### config.mk
export PLATFORM = sky130hd
export DESIGN_NAME = ann_ff_sequencer
export DESIGN_NICKNAME = d
export VERILOG_FILES = /design/src/rtl/ann_pkg.sv /design/src/rtl/ann_wait_timer.sv /design/src/rtl/ann_ff_sequencer.sv
export SDC_FILE = /design/constraint.sdc
export NUM_CORES = 1
export LEC_CHECK = 0
export CAP_MARGIN = 20
export CORE_ASPECT_RATIO = 1.1
export CORE_MARGIN = 3
export CORE_UTILIZATION = 41
export DETAILED_ROUTE_END_ITERATION = 12
export PLACE_DENSITY = 0.68
export SLEW_MARGIN = 0
export SYNTH_ARGS = -nofsm -noshare
export SYNTH_HDL_FRONTEND = slang
export SYNTH_HIERARCHICAL = 1
export SYNTH_SLANG_ARGS = --single-unit
### constraint.sdc
create_clock -name clk -period 2.7 [get_ports clk]
set_clock_uncertainty 0.05 [all_clocks]
set_input_delay 0.54 -clock clk [delete_from_list [all_inputs] [get_ports clk]]
set_output_delay 0.54 -clock clk [all_outputs]
set_load 0.02 [all_outputs]
### src/rtl/ann_pkg.sv
// Shared types and constants for the feed-forward sequencer: state encoding,
// enable bit positions, per-stage ready masks and the enable decode.
package ann_pkg;

  localparam int EN_W  = 17;
  localparam int RDY_W = 12;
  localparam int CNT_W = 8;

  typedef enum logic [3:0] {
    S_IDLE,
    S_LOAD_IN,
    S_BIAS_L1,
    S_ACT_L1,
    S_LOAD_L2,
    S_BIAS_L2,
    S_ACT_L2,
    S_LOAD_OUT,
    S_DONE,
    S_ERR
  } state_t;

  localparam int EN_LD_L1A   = 0;
  localparam int EN_LD_L1B   = 1;
  localparam int EN_LD_L2A   = 2;
  localparam int EN_LD_L2B   = 3;
  localparam int EN_LD_L3A   = 4;
  localparam int EN_BIAS_1A1 = 5;
  localparam int EN_BIAS_1B3 = 10;
  localparam int EN_BIAS_1C1 = 11;
  localparam int EN_BIAS_1C3 = 13;
  localparam int EN_ACT_L1A  = 14;
  localparam int EN_ACT_L1B  = 15;
  localparam int EN_ACT_L3C  = 16;

  localparam logic [RDY_W-1:0] RDY_BIAS_L1 = 12'hFC0;
  localparam logic [RDY_W-1:0] RDY_ACT_L1  = 12'h006;
  localparam logic [RDY_W-1:0] RDY_BIAS_L2 = 12'h038;
  localparam logic [RDY_W-1:0] RDY_ACT_L2  = 12'h001;

  function automatic logic [EN_W-1:0] en_decode(input state_t s);
    logic [EN_W-1:0] e;
    e = '0;
    case (s)
      S_LOAD_IN: begin
        e[EN_LD_L1A] = 1'b1;
        e[EN_LD_L1B] = 1'b1;
      end
      S_BIAS_L1:  e[EN_BIAS_1B3:EN_BIAS_1A1] = '1;
      S_ACT_L1: begin
        e[EN_ACT_L1A] = 1'b1;
        e[EN_ACT_L1B] = 1'b1;
      end
      S_LOAD_L2: begin
        e[EN_LD_L2A] = 1'b1;
        e[EN_LD_L2B] = 1'b1;
      end
      S_BIAS_L2:  e[EN_BIAS_1C3:EN_BIAS_1C1] = '1;
      S_ACT_L2:   e[EN_ACT_L3C] = 1'b1;
      S_LOAD_OUT: e[EN_LD_L3A] = 1'b1;
      default:    e = '0;
    endcase
    return e;
  endfunction

  function automatic logic is_wait(input state_t s);
    return (s == S_BIAS_L1) || (s == S_ACT_L1) || (s == S_BIAS_L2) || (s == S_ACT_L2);
  endfunction

endpackage

### src/rtl/ann_wait_timer.sv
// Saturating 8-bit wait counter; expired_o flags the last permitted wait cycle
// so the sequencer leaves for ERR after exactly TIMEOUT_CYCLES unsatisfied cycles.
module ann_wait_timer
  import ann_pkg::*;
#(
  parameter int TIMEOUT_CYCLES = 16
) (
  input  logic clk,
  input  logic rst,
  input  logic clr_i,
  input  logic inc_i,
  output logic expired_o
);

  localparam logic [CNT_W-1:0] LIMIT = CNT_W'(TIMEOUT_CYCLES - 1);

  logic [CNT_W-1:0] cnt_q, cnt_d;

  always_comb begin
    cnt_d = cnt_q;
    if (clr_i) begin
      cnt_d = '0;
    end else if (inc_i && (cnt_q != '1)) begin
      cnt_d = cnt_q + 1'b1;
    end
  end

  always_ff @(posedge clk or posedge rst) begin
    if (rst) begin
      cnt_q <= '0;
    end else begin
      cnt_q <= cnt_d;
    end
  end

  assign expired_o = (cnt_q >= LIMIT);

endmodule

### src/rtl/ann_ff_sequencer.sv
// Feed-forward pass sequencer: walks load/bias/activation stages, waiting on
// stage ready masks with a timeout; enables and status are registered from next state.
module ann_ff_sequencer
  import ann_pkg::*;
#(
  parameter int TIMEOUT_CYCLES = 16
) (
  input  logic             clk,
  input  logic             rst,
  input  logic             start,
  input  logic [RDY_W-1:0] ready,
  output logic [EN_W-1:0]  en,
  output logic             busy,
  output logic             done,
  output logic             err
);

  state_t          state_q, state_d;
  logic [EN_W-1:0] en_q;
  logic            busy_q, done_q, err_q;
  logic            tmr_clr, tmr_inc, tmr_exp;

  function automatic logic mask_ok(input logic [RDY_W-1:0] r, input logic [RDY_W-1:0] m);
    return (r & m) == m;
  endfunction

  // Ready beats timeout when both land in the same cycle.
  always_comb begin
    state_d = state_q;
    case (state_q)
      S_IDLE, S_ERR: if (start) state_d = S_LOAD_IN;
      S_LOAD_IN:  state_d = S_BIAS_L1;
      S_BIAS_L1: begin
        if (mask_ok(ready, RDY_BIAS_L1)) state_d = S_ACT_L1;
        else if (tmr_exp)                state_d = S_ERR;
      end
      S_ACT_L1: begin
        if (mask_ok(ready, RDY_ACT_L1)) state_d = S_LOAD_L2;
        else if (tmr_exp)               state_d = S_ERR;
      end
      S_LOAD_L2:  state_d = S_BIAS_L2;
      S_BIAS_L2: begin
        if (mask_ok(ready, RDY_BIAS_L2)) state_d = S_ACT_L2;
        else if (tmr_exp)                state_d = S_ERR;
      end
      S_ACT_L2: begin
        if (mask_ok(ready, RDY_ACT_L2)) state_d = S_LOAD_OUT;
        else if (tmr_exp)               state_d = S_ERR;
      end
      S_LOAD_OUT: state_d = S_DONE;
      S_DONE:     state_d = S_IDLE;
      default:    state_d = S_IDLE;
    endcase
  end

  assign tmr_clr = (state_d != state_q);
  assign tmr_inc = is_wait(state_q);

  ann_wait_timer #(
    .TIMEOUT_CYCLES(TIMEOUT_CYCLES)
  ) u_timer (
    .clk      (clk),
    .rst      (rst),
    .clr_i    (tmr_clr),
    .inc_i    (tmr_inc),
    .expired_o(tmr_exp)
  );

  always_ff @(posedge clk or posedge rst) begin
    if (rst) begin
      state_q <= S_IDLE;
      en_q    <= '0;
      busy_q  <= 1'b0;
      done_q  <= 1'b0;
      err_q   <= 1'b0;
    end else begin
      state_q <= state_d;
      en_q    <= en_decode(state_d);
      busy_q  <= (state_d != S_IDLE) && (state_d != S_ERR);
      done_q  <= (state_d == S_DONE);
      err_q   <= (state_d == S_ERR);
    end
  end

  assign en   = en_q;
  assign busy = busy_q;
  assign done = done_q;
  assign err  = err_q;

endmodule

==> run summary, run 1 <==
status: finished, final reports clean
CTS tree: built
1st-iter DRT viols: 96
vias in the first global route: 1061
die width: 61.97 um
sequential share of the synthesized area: 38.97%
GR Util All Layers: 14.42%
Synth top area share: 38.97%
largest net degree at the start of global routing: 15
worst-path fanout max: 8
DRC violations left: 0
Internal Power: 1.019 mW
fraction of layout cells with a size suffix above 1: 19.28%
flip-flop and latch count after synthesis: 22
first-pass GRT wire length: 4609 um
commonest cells in the netlist: 22 x dfrtp_1, 10 x buf_4, 9 x nand3_1, 9 x nor2_1, 8 x nand2_1
Die ar.: 4186 um^2
sequential share of power: 30.4%
post-layout util: 55.65%
fin crit period: 2.472 ns
Logic pwr share: 55.4%
final setup vio count: 0
routed len/inst: 13.63 um
dpl hpwl: 2267 um
syn avg cell area: 10.09 um^2
Worst-path clk slew: 0.13 ns
crit path launch type: register
clk_lat worst skew: 0.31 ns
P per Cell Area: 1001 nW/um^2
nets: 183
maximum clock frequency: 404.5 MHz
Hold Path Class: in2async
final wirelength: 2889 um
Overflow after GRT: 0
Synth cell types: 54
initial antenna violation count: 0
Setup TNS Final: 0 ns
Pre-antenna DRT Iters: 4
count leader, synth: dfrtp_1
Worst Max-Slew Pin Slew: 0.5438 ns
antenna cells: 0
vias per cell: 5.288
Top FF cell, synth: dfrtp_1
core box area: 3179 um^2
cts hold-fix bufs: 0
Post-synth EDFFs: 0
grt met2 use: 24.09%
Max-slew headroom: 63.71%
Synth Instances: 140
leading area contributor after synthesis: dfrtp_1
input/output buffers: 34
Leak Pwr: 0.7281 nW
Slew Limit Fails: 0
Max VDD drop: 0.6499 mV
Post-Place Cells: 208
Synth Net Count: 156
Switching Share: 42.43%
Worst EP required: 2.90 ns
clk buf depth: 2
M1 GR Usage: 19.19%
clock root buffer: clkbuf_4
GPL Wtd Cong: 0.8458
row count: 21
Netlist Area Pre-Place: 1413 um^2
fin crit share: 91.57%
io pins: 35
H-tree depth: 1
area delta synth->final: 25.24%
crit end category: register
FILL cells: 281
Initial Utilization: 44.43%
global route hottest layer: met2
Crit path arrival time: 2.67 ns
Die Y: 67.56 um
number of clock sinks: 22
total chip power: 1.770 mW
Via Count: 1121
Crit Path Class: reg2reg
yosys warns: 6
Place WS: 0.1166 ns
ranking of synthesized cells by area: dfrtp_1 39%, buf_4 5.3%, nand3_1 3.2%
ANT nets after route: 0
post-route insts no fill: 212
worst setup margin: 0.2276 ns
M3 GR Usage: 1.912%
unrepaired setup endpoints after global routing: no
clock share of power: 14.2%
NetSw: 0.7512 mW
final hold viol count: 0
asr flop ratio synth: 100.0%
Max Cap Violations: 0
Num CTS Buffers: 3
stage by stage:
step                hold slack (ns)  cell area [um^2]
global route                 0.4472              1769
detailed placement           0.5317              1712
global placement             0.5307              1712
CTS                          0.4323              1764
floorplan                    0.3057              1413
finish                       0.4225              1769
layer usage:
layer / vias up / share of wire [%] / routed length [um]
met1: 542 / 44 / 1281
li1: 548 / - / -
met5: - / 0 / 0
met2: 27 / 51 / 1474
met3: 4 / 3.7 / 108
met4: 0 / 0.87 / 25
registers in the layout, summed over array words and instances, names as in the netlist:
register       cells
busy               1
err                1
en                 7
u_timer/cnt_q      8
state_q            4
done               1
path summary, 6_finish.rpt:
check	start	to	slack [ns]	cells after the start
hold / removal	rst	u_timer/cnt_q[2]	0.42	2
min in group clk	u_timer/cnt_q[1]	u_timer/cnt_q[1]	0.57	2
hold reg to reg	u_timer/cnt_q[1]	u_timer/cnt_q[1]	0.57	2
setup reg to reg	u_timer/cnt_q[0]	u_timer/cnt_q[3]	0.23	10
max in group asynchronous	rst	en[15]	1.70	2
setup / recovery	u_timer/cnt_q[0]	u_timer/cnt_q[3]	0.23	10
power by group through the flow:
| stage | registers [mW] | clock network (mW) | logic [mW] |
|---|---|---|---|
| 5_1_grt | 0.555 | 0.268 | 1.07 |
| 6_report | 0.538 | 0.252 | 0.981 |
| 2_1_floorplan | 0.506 | 0 | 0.819 |
| 4_1_cts | 0.535 | 0.258 | 0.971 |
| 3_5_place_dp | 0.541 | 0 | 0.960 |
| 3_3_place_gp | 0.537 | 0 | 0.963 |
placed cells by master (no fill, tap or decap), types with 2 or more instances in the layout:
master | netlist | routed
a21oi_2 | 2 | 2
buf_4 | 10 | 4
nand3_2 | 2 | 2
o21ai_1 | 2 | 2
a31oi_1 | 2 | 2
nand2_2 | 2 | 2
nor3_1 | 2 | 2
dfrtp_1 | 22 | 22
nor2b_1 | 3 | 3
nand3_1 | 9 | 9
and4_1 | 3 | 3
nor2_1 | 9 | 9
xor2_1 | 3 | 3
a22oi_1 | 2 | 2
nand4_1 | 3 | 3
inv_2 | 2 | 2
a21oi_1 | 7 | 7
clkdlybuf4s50_1 | 0 | 34
mux2i_1 | 2 | 2
clkbuf_4 | 0 | 3
nand2_1 | 8 | 8
o21ai_0 | 2 | 2
a211oi_1 | 2 | 2
inv_1 | 5 | 5
logic make-up (layout without fill, tap and decap cells):
family / Yosys count / count (layout) / synth area share [%]
muxes: 2 / 2 / 1.417
adders and majority gates: 1 / 1 / 0.8856
xor gates and xnor gates: 3 / 3 / 1.860
buffers and inverters: 24 / 50 / 11.43
AOI/OAI and AO/OA: 30 / 30 / 17.63
and+or+nand+nor: 58 / 58 / 27.81
DFF: 22 / 22 / 38.97
worst max-delay path, cell delays in order, from the launching register on:
cell and delay (ns):
dfrtp_1 0.43, ha_2 0.27, nand3_1 0.09, nand2_1 0.20, nor2b_2 0.10, a2111oi_4 0.36, a21oi_2 0.10, nand3_1 0.09
or3b_4 0.43, a21oi_1 0.15, o31a_1 0.15
final cells by class:
| class | instances | area (um^2) | share of cell area, % |
|---|---|---|---|
| multi-input cells | 94 | 705.7 | 39.89 |
| flip-flops and latches | 22 | 550.5 | 31.12 |
| repair buffers | 38 | 370.4 | 20.93 |
| well taps | 46 | 57.56 | 3.253 |
| inverters | 8 | 32.53 | 1.839 |
| clock inverters | 1 | 30.03 | 1.697 |
| clock buffers | 3 | 22.52 | 1.273 |
timing repair:
| action | CTS | global route |
|---|---|---|
| endpoints found under the setup margin | 0 | 3 |
| gates resized for setup | 0 | 2 |
| setup buffers | 0 | 0 |
(Power assumes the default switching activity.)
==> run 2: changes to the inputs <==
CELL_PAD_IN_SITES_DETAIL_PLACEMENT = 2   (was not set)
CELL_PAD_IN_SITES_GLOBAL_PLACEMENT = 2   (was not set)
CORE_MARGIN = not set   (was 3)
CORE_UTILIZATION = 30   (was 41)
PLACE_DENSITY = not set   (was 0.68)
PLACE_DENSITY_LB_ADDON = 0.1   (was not set)
==> run 2 against run 1 <==
Die area increased by 19%. Power increased by 6.7%. Sequential power increased by 2%. Non-clock buffer count increased by 6. Count of clock-buffer cells in the layout unchanged. Via count increased by 6.2%. Sequential share of layout area decreased by 1.2 points. Register-to-register slack got worse by 0.05 ns. Critical path type unchanged.
==> run summary, run 2 (synthesis gave the netlist of run 1 again) <==
status: finished, final reports clean
Max VDD drop: 0.3776 mV (-42%)
commonest cells after routing, fill and taps aside: 34 x clkdlybuf4s50_1, 22 x dfrtp_1, 10 x buf_4
Crit Path Class: reg2reg
Crit path arrival time: 2.68 ns (about the same)
row count: 25 (+19%)
number of clock sinks: 22 (unchanged)
Worst Max-Slew Pin Slew: 0.5658 ns (+0.02199 ns)
Slew Limit Fails: 0 (unchanged)
Max-slew headroom: 62.24% (-1.5 points)
DRC violations left: 0 (unchanged)
ANT nets after route: 0 (unchanged)
die width: 67.43 um (+8.8%)
clock root buffer: clkbuf_8
Via Count: 1190 (+6.2%)
final setup vio count: 0 (unchanged)
Top delay family on crit path: simple AND/OR/NAND/NOR gates
dpl hpwl: 2948 um (+30%)
core box area: 4410 um^2 (+39%)
cts hold-fix bufs: 0 (unchanged)
Worst EP required: 2.86 ns (-0.04 ns)
most common cell after layout, fill and taps aside: clkdlybuf4s50_1
vias per cell: 5.265 (-0.42%)
post-route insts no fill: 226 (+6.6%)
Worst-path clk slew: 0.09 ns (-0.04 ns)
Post-Place Cells: 222 (+6.7%)
fraction of layout cells with a size suffix above 1: 21.51% (+2.2 points)
critical path, cell by cell: nor4_1 -> nand2_1 -> nor2b_2 -> a2111oi_4 -> a21oi_2 -> a21oi_1 -> or3b_4 -> a21oi_1 -> o31a_1
Initial Utilization: 32.03% (-12 points)
clk buf depth: 2 (unchanged)
Slowest-stage cell, CP: or3b_4
routed len/inst: 16.58 um (+22%)
final wirelength: 3747 um (+30%)
io pins: 35 (unchanged)
GPL Wtd Cong: 0.8097 (-4.3%)
Leak Pwr: 0.7664 nW (+5.3%)
Overflow after GRT: 0 (unchanged)
1st-iter DRT viols: 25 (-74%)
Pre-antenna DRT Iters: 6 (+2)
Buf+Inv Stages, Crit Path: 0 (unchanged)
fin crit share: 93.24% (+1.7 points)
fin crit period: 2.518 ns (+0.04523 ns)
final hold viol count: 0 (unchanged)
worst-path fanout max: 8 (unchanged)
area delta synth->final: 30.29%
FF+latch area: 550.5 um^2 (unchanged)
clk_lat worst skew: 0.26 ns (-0.05 ns)
crit end category: register
hold slack final: 0.5057 ns (+0.08322 ns)
first-pass GRT wire length: 6203 um (+35%)
unrepaired setup endpoints after global routing: no
FILL cells: 481 (+71%)
largest net degree at the start of global routing: 15 (unchanged)
Die Y: 73.97 um (+9.5%)
crit path launch type: register
CTS tree: built
Num CTS Buffers: 3 (unchanged)
GR Util All Layers: 16.81% (+2.4 points)
crit path from: u_timer/cnt_q[7]
vias in the first global route: 1274 (+20%)
Critical R2R Launch: u_timer/cnt_q[7]
Die ar.: 4987 um^2 (+19%)
Hold Path Class: in2async
most used cell, CP: a21oi_1
initial antenna violation count: 0 (unchanged)
nets: 189 (+3.3%)
maximum clock frequency: 397.2 MHz (-1.8%)
P per Cell Area: 1027 nW/um^2 (+2.6%)
Max Cap Violations: 0 (unchanged)
reg2reg setup slack: 0.18 ns (-0.05 ns)
footprint of the multi-input gates: 703.2 um^2 (-0.35%)
input/output buffers: 34 (unchanged)
CP max stage delay: 0.46 ns (+0.03 ns)
antenna cells: 0 (unchanged)
H-tree depth: 1 (unchanged)
Largest register FFs: 8 (unchanged)
largest reg by FF count: u_timer/cnt_q
Setup TNS Final: 0 ns (unchanged)
-- run 2: path summary, 6_finish.rpt --
path | to | depth (start not counted)
worst max-delay path | u_timer/cnt_q[3] | 9
worst min-delay path | u_timer/cnt_q[6] | 2
worst max register to register | u_timer/cnt_q[3] | 9
worst min register to register | u_timer/cnt_q[0] | 2
max in group asynchronous | state_q[2] | 2
min in group clk | u_timer/cnt_q[0] | 2
-- run 2: per-stage QoR --
stage	util (%)	worst slack [ns]	total power, mW	instance area, um^2
2_1_floorplan	-	0.4215	1.325	1413
3_3_place_gp	40.06	0.07966	1.548	1767
3_5_place_dp	40.06	0.001583	1.577	1767
4_1_cts	41.67	0.1003	1.890	1838
5_1_grt	41.73	0.007577	2.024	1841
6_report	41.73	0.1824	1.890	1841
-- run 2: layout make-up --
type                            count  area share [%]
Inverter                            8           1.768
Clock inverter                      1           1.632
Multi-Input combinational cell     94           38.21
Tap cell                           54           3.671
Timing Repair Buffer               44           22.57
Clock buffer                        3           2.243
Sequential cell                    22           29.91
-- run 2: what timing repair did --
item                       4_1_cts  5_1_grt
buffers inserted                 0        0
setup endpoints to repair        0        1
resized for setup                0        1
-- run 2: where the power goes --
part           switching, mW  total (mW)  internal, mW
sequential             0.143       0.550         0.407
combinational          0.551        1.03         0.479
clock                  0.112       0.309         0.198
total                  0.806        1.89          1.08
-- run 2: routing by layer --
metal / GRT usage (%) / vias to the layer above / share of wire, %
met4: 6.619 / 0 / 1.8
met2: 29.67 / 39 / 52
met3: 1.534 / 6 / 2.6
met1: 20.92 / 589 / 43
li1: - / 556 / -
met5: 0 / - / 0
-- run 2: worst register-to-register path, delay by kind of cell (launching register included) --
family             cells  cell delay [ns]
and+or+nand+nor        4             1.26
DFF                    1             0.40
AOI/OAI and AO/OA      5             0.75
==> run 3: changes to the inputs <==
RECOVER_POWER = 100   (was not set)
==> run 3 against run 2 <==
Cell count is the same. Core utilization shrank 0.68 points. Non-clock buffer count is the same. Sequential power shrank 1%. Flip-flop and latch count is the same. Maximum frequency grew 0.12%. Wire length shrank 0.51%. Clock power is essentially flat. Critical path type unchanged.
==> run summary, run 3 (synthesis gave the netlist of run 1 again) <==
Internal Power: 1.026 mW (-5.4%)
Crit Path Class: reg2reg
largest net degree at the start of global routing: 15 (unchanged)
Leak Pwr: 0.8042 nW (+4.9%)
Logic pwr share: 52.9% (-1.6 points)
NetSw: 0.7834 mW (-2.8%)
routed len/inst: 16.50 um (-0.51%)
Overflow after GRT: 0 (unchanged)
Worst EP required: 2.86 ns (about the same)
fraction of layout cells with a size suffix above 1: 18.60% (-2.9 points)
maximum clock frequency: 397.7 MHz (+0.12%)
hold slack final: 0.5804 ns (+0.07465 ns)
final wirelength: 3728 um (-0.51%)
Num CTS Buffers: 3 (unchanged)
first-pass GRT wire length: 6203 um (unchanged)
Die ar.: 4987 um^2 (unchanged)
Initial Utilization: 32.03% (unchanged)
Largest register FFs: 8 (unchanged)
Hold Path Class: reg2reg
Worst-path clk slew: 0.09 ns (about the same)
DRC violations left: 0 (unchanged)
Place WS: 0.001583 ns (unchanged)
Setup TNS Final: 0 ns (unchanged)
Hold Crit Start: u_timer/cnt_q[0]
Via Count: 1188 (-0.17%)
crit path launch type: register
initial antenna violation count: 0 (unchanged)
GR Util All Layers: 16.81% (unchanged)
worst setup margin: 0.1854 ns (+0.003011 ns)
core box area: 4410 um^2 (unchanged)
input/output buffers: 34 (unchanged)
CTS tree: built
number of clock sinks: 22 (unchanged)
Switching Share: 43.30% (+0.66 points)
clock root buffer: clkbuf_8
Die Y: 73.97 um (unchanged)
1st-iter DRT viols: 21 (-16%)
nets: 189 (unchanged)
final setup vio count: 0 (unchanged)
total chip power: 1.809 mW (-4.3%)
final hold viol count: 0 (unchanged)
clk buf depth: 2 (unchanged)
antenna cells: 0 (unchanged)
Max-slew headroom: 59.10% (-3.1 points)
commonest cells after routing, fill and taps aside: 22 x dfrtp_1, 21 x dlygate4sd3_1, 13 x clkdlybuf4s50_1
vias in the first global route: 1274 (unchanged)
fin crit share: 93.13% (-0.11 points)
P per Cell Area: 999.3 nW/um^2 (-2.7%)
Crit path arrival time: 2.67 ns (about the same)
GPL Wtd Cong: 0.8097 (unchanged)
FF+latch area: 550.5 um^2 (unchanged)
area delta synth->final: 28.17%
unrepaired setup endpoints after global routing: no
status: finished, final reports clean
FILL cells: 485 (+0.83%)
Max Cap Violations: 0 (unchanged)
clk_lat worst skew: 0.26 ns (about the same)
fin crit period: 2.515 ns (-0.003011 ns)
sequential share of power: 30.0% (+0.9 points)
most common cell after layout, fill and taps aside: dfrtp_1
Max VDD drop: 0.3649 mV (-3.3%)
io pins: 35 (unchanged)
Critical R2R Launch: u_timer/cnt_q[7]
clock share of power: 17.1% (+0.7 points)
Worst Max-Slew Pin Slew: 0.6135 ns (+0.04765 ns)
Slew Limit Fails: 0 (unchanged)
vias per cell: 5.257 (-0.17%)
die width: 67.43 um (unchanged)
row count: 25 (unchanged)
largest reg by FF count: u_timer/cnt_q
footprint of the multi-input gates: 676.9 um^2 (-3.7%)
H-tree depth: 1 (unchanged)
fin area: 1810 um^2 (-1.6%)
crit end category: register
crit path from: u_timer/cnt_q[7]
cts hold-fix bufs: 0 (unchanged)
ANT nets after route: 0 (unchanged)
Pre-antenna DRT Iters: 6 (unchanged)
post-place instance area: 1767 um^2 (unchanged)
worst-path fanout max: 8 (unchanged)
dpl hpwl: 2948 um (unchanged)
-- run 3: worst paths after layout --
| check | cells past startpoint | slack (ns) | endpoint |
|---|---|---|---|
| worst max-delay path | 9 | 0.19 | u_timer/cnt_q[3] |
| worst min-delay path | 2 | 0.58 | u_timer/cnt_q[0] |
| worst max register to register | 9 | 0.19 | u_timer/cnt_q[3] |
| worst min register to register | 2 | 0.58 | u_timer/cnt_q[0] |
| max in group asynchronous | 2 | 1.48 | state_q[2] |
| min in group asynchronous | 2 | 0.64 | u_timer/cnt_q[6] |
-- run 3: power groups by stage --
stage / logic [mW] / clock network, mW / registers [mW]
2_1_floorplan: 0.819 / 0 / 0.506
3_3_place_gp: 0.994 / 0 / 0.554
3_5_place_dp: 1.02 / 0 / 0.555
4_1_cts: 1.03 / 0.315 / 0.549
5_1_grt: 1.05 / 0.327 / 0.562
6_report: 0.956 / 0.309 / 0.544
-- run 3: area by class of cell --
cell class                 instances  area share, %
clock inverter                     1          1.659
timing repair buffer              44          22.74
tap                               54          3.732
inverter                           8          1.797
multi-input combinational         94          37.39
clock buffer                       3          2.281
sequential                        22          30.41
-- run 3: per-stage QoR --
step / util (%) / cells
floorplan: - / 140
global placement: 40.06 / 222
detailed placement: 40.06 / 222
CTS: 41.67 / 226
global route: 41.05 / 226
finish: 41.05 / 226
-- run 3: repair_timing --
item                                    in CTS  in global routing
gates resized for setup                      0                  1
endpoints found under the setup margin       0                  1
buffers inserted                             0                  0
-- run 3: worst max-delay path, stage by stage (launching register included) --
cell and delay (ns):
dfrtp_1 0.40, nor4_1 0.39, nand2_1 0.17, nor2b_2 0.24, a2111oi_4 0.10, a21oi_2 0.23
a21oi_1 0.11, or3b_4 0.46, a21oi_1 0.15, o31a_1 0.15
-- run 3: routing by layer --
layer	track usage, %	routed length, um	up-vias
met2	29.67	1970	39
met1	20.92	1599	585
met4	6.619	67	0
met3	1.534	91	6
met5	0	0	-
li1	-	-	558
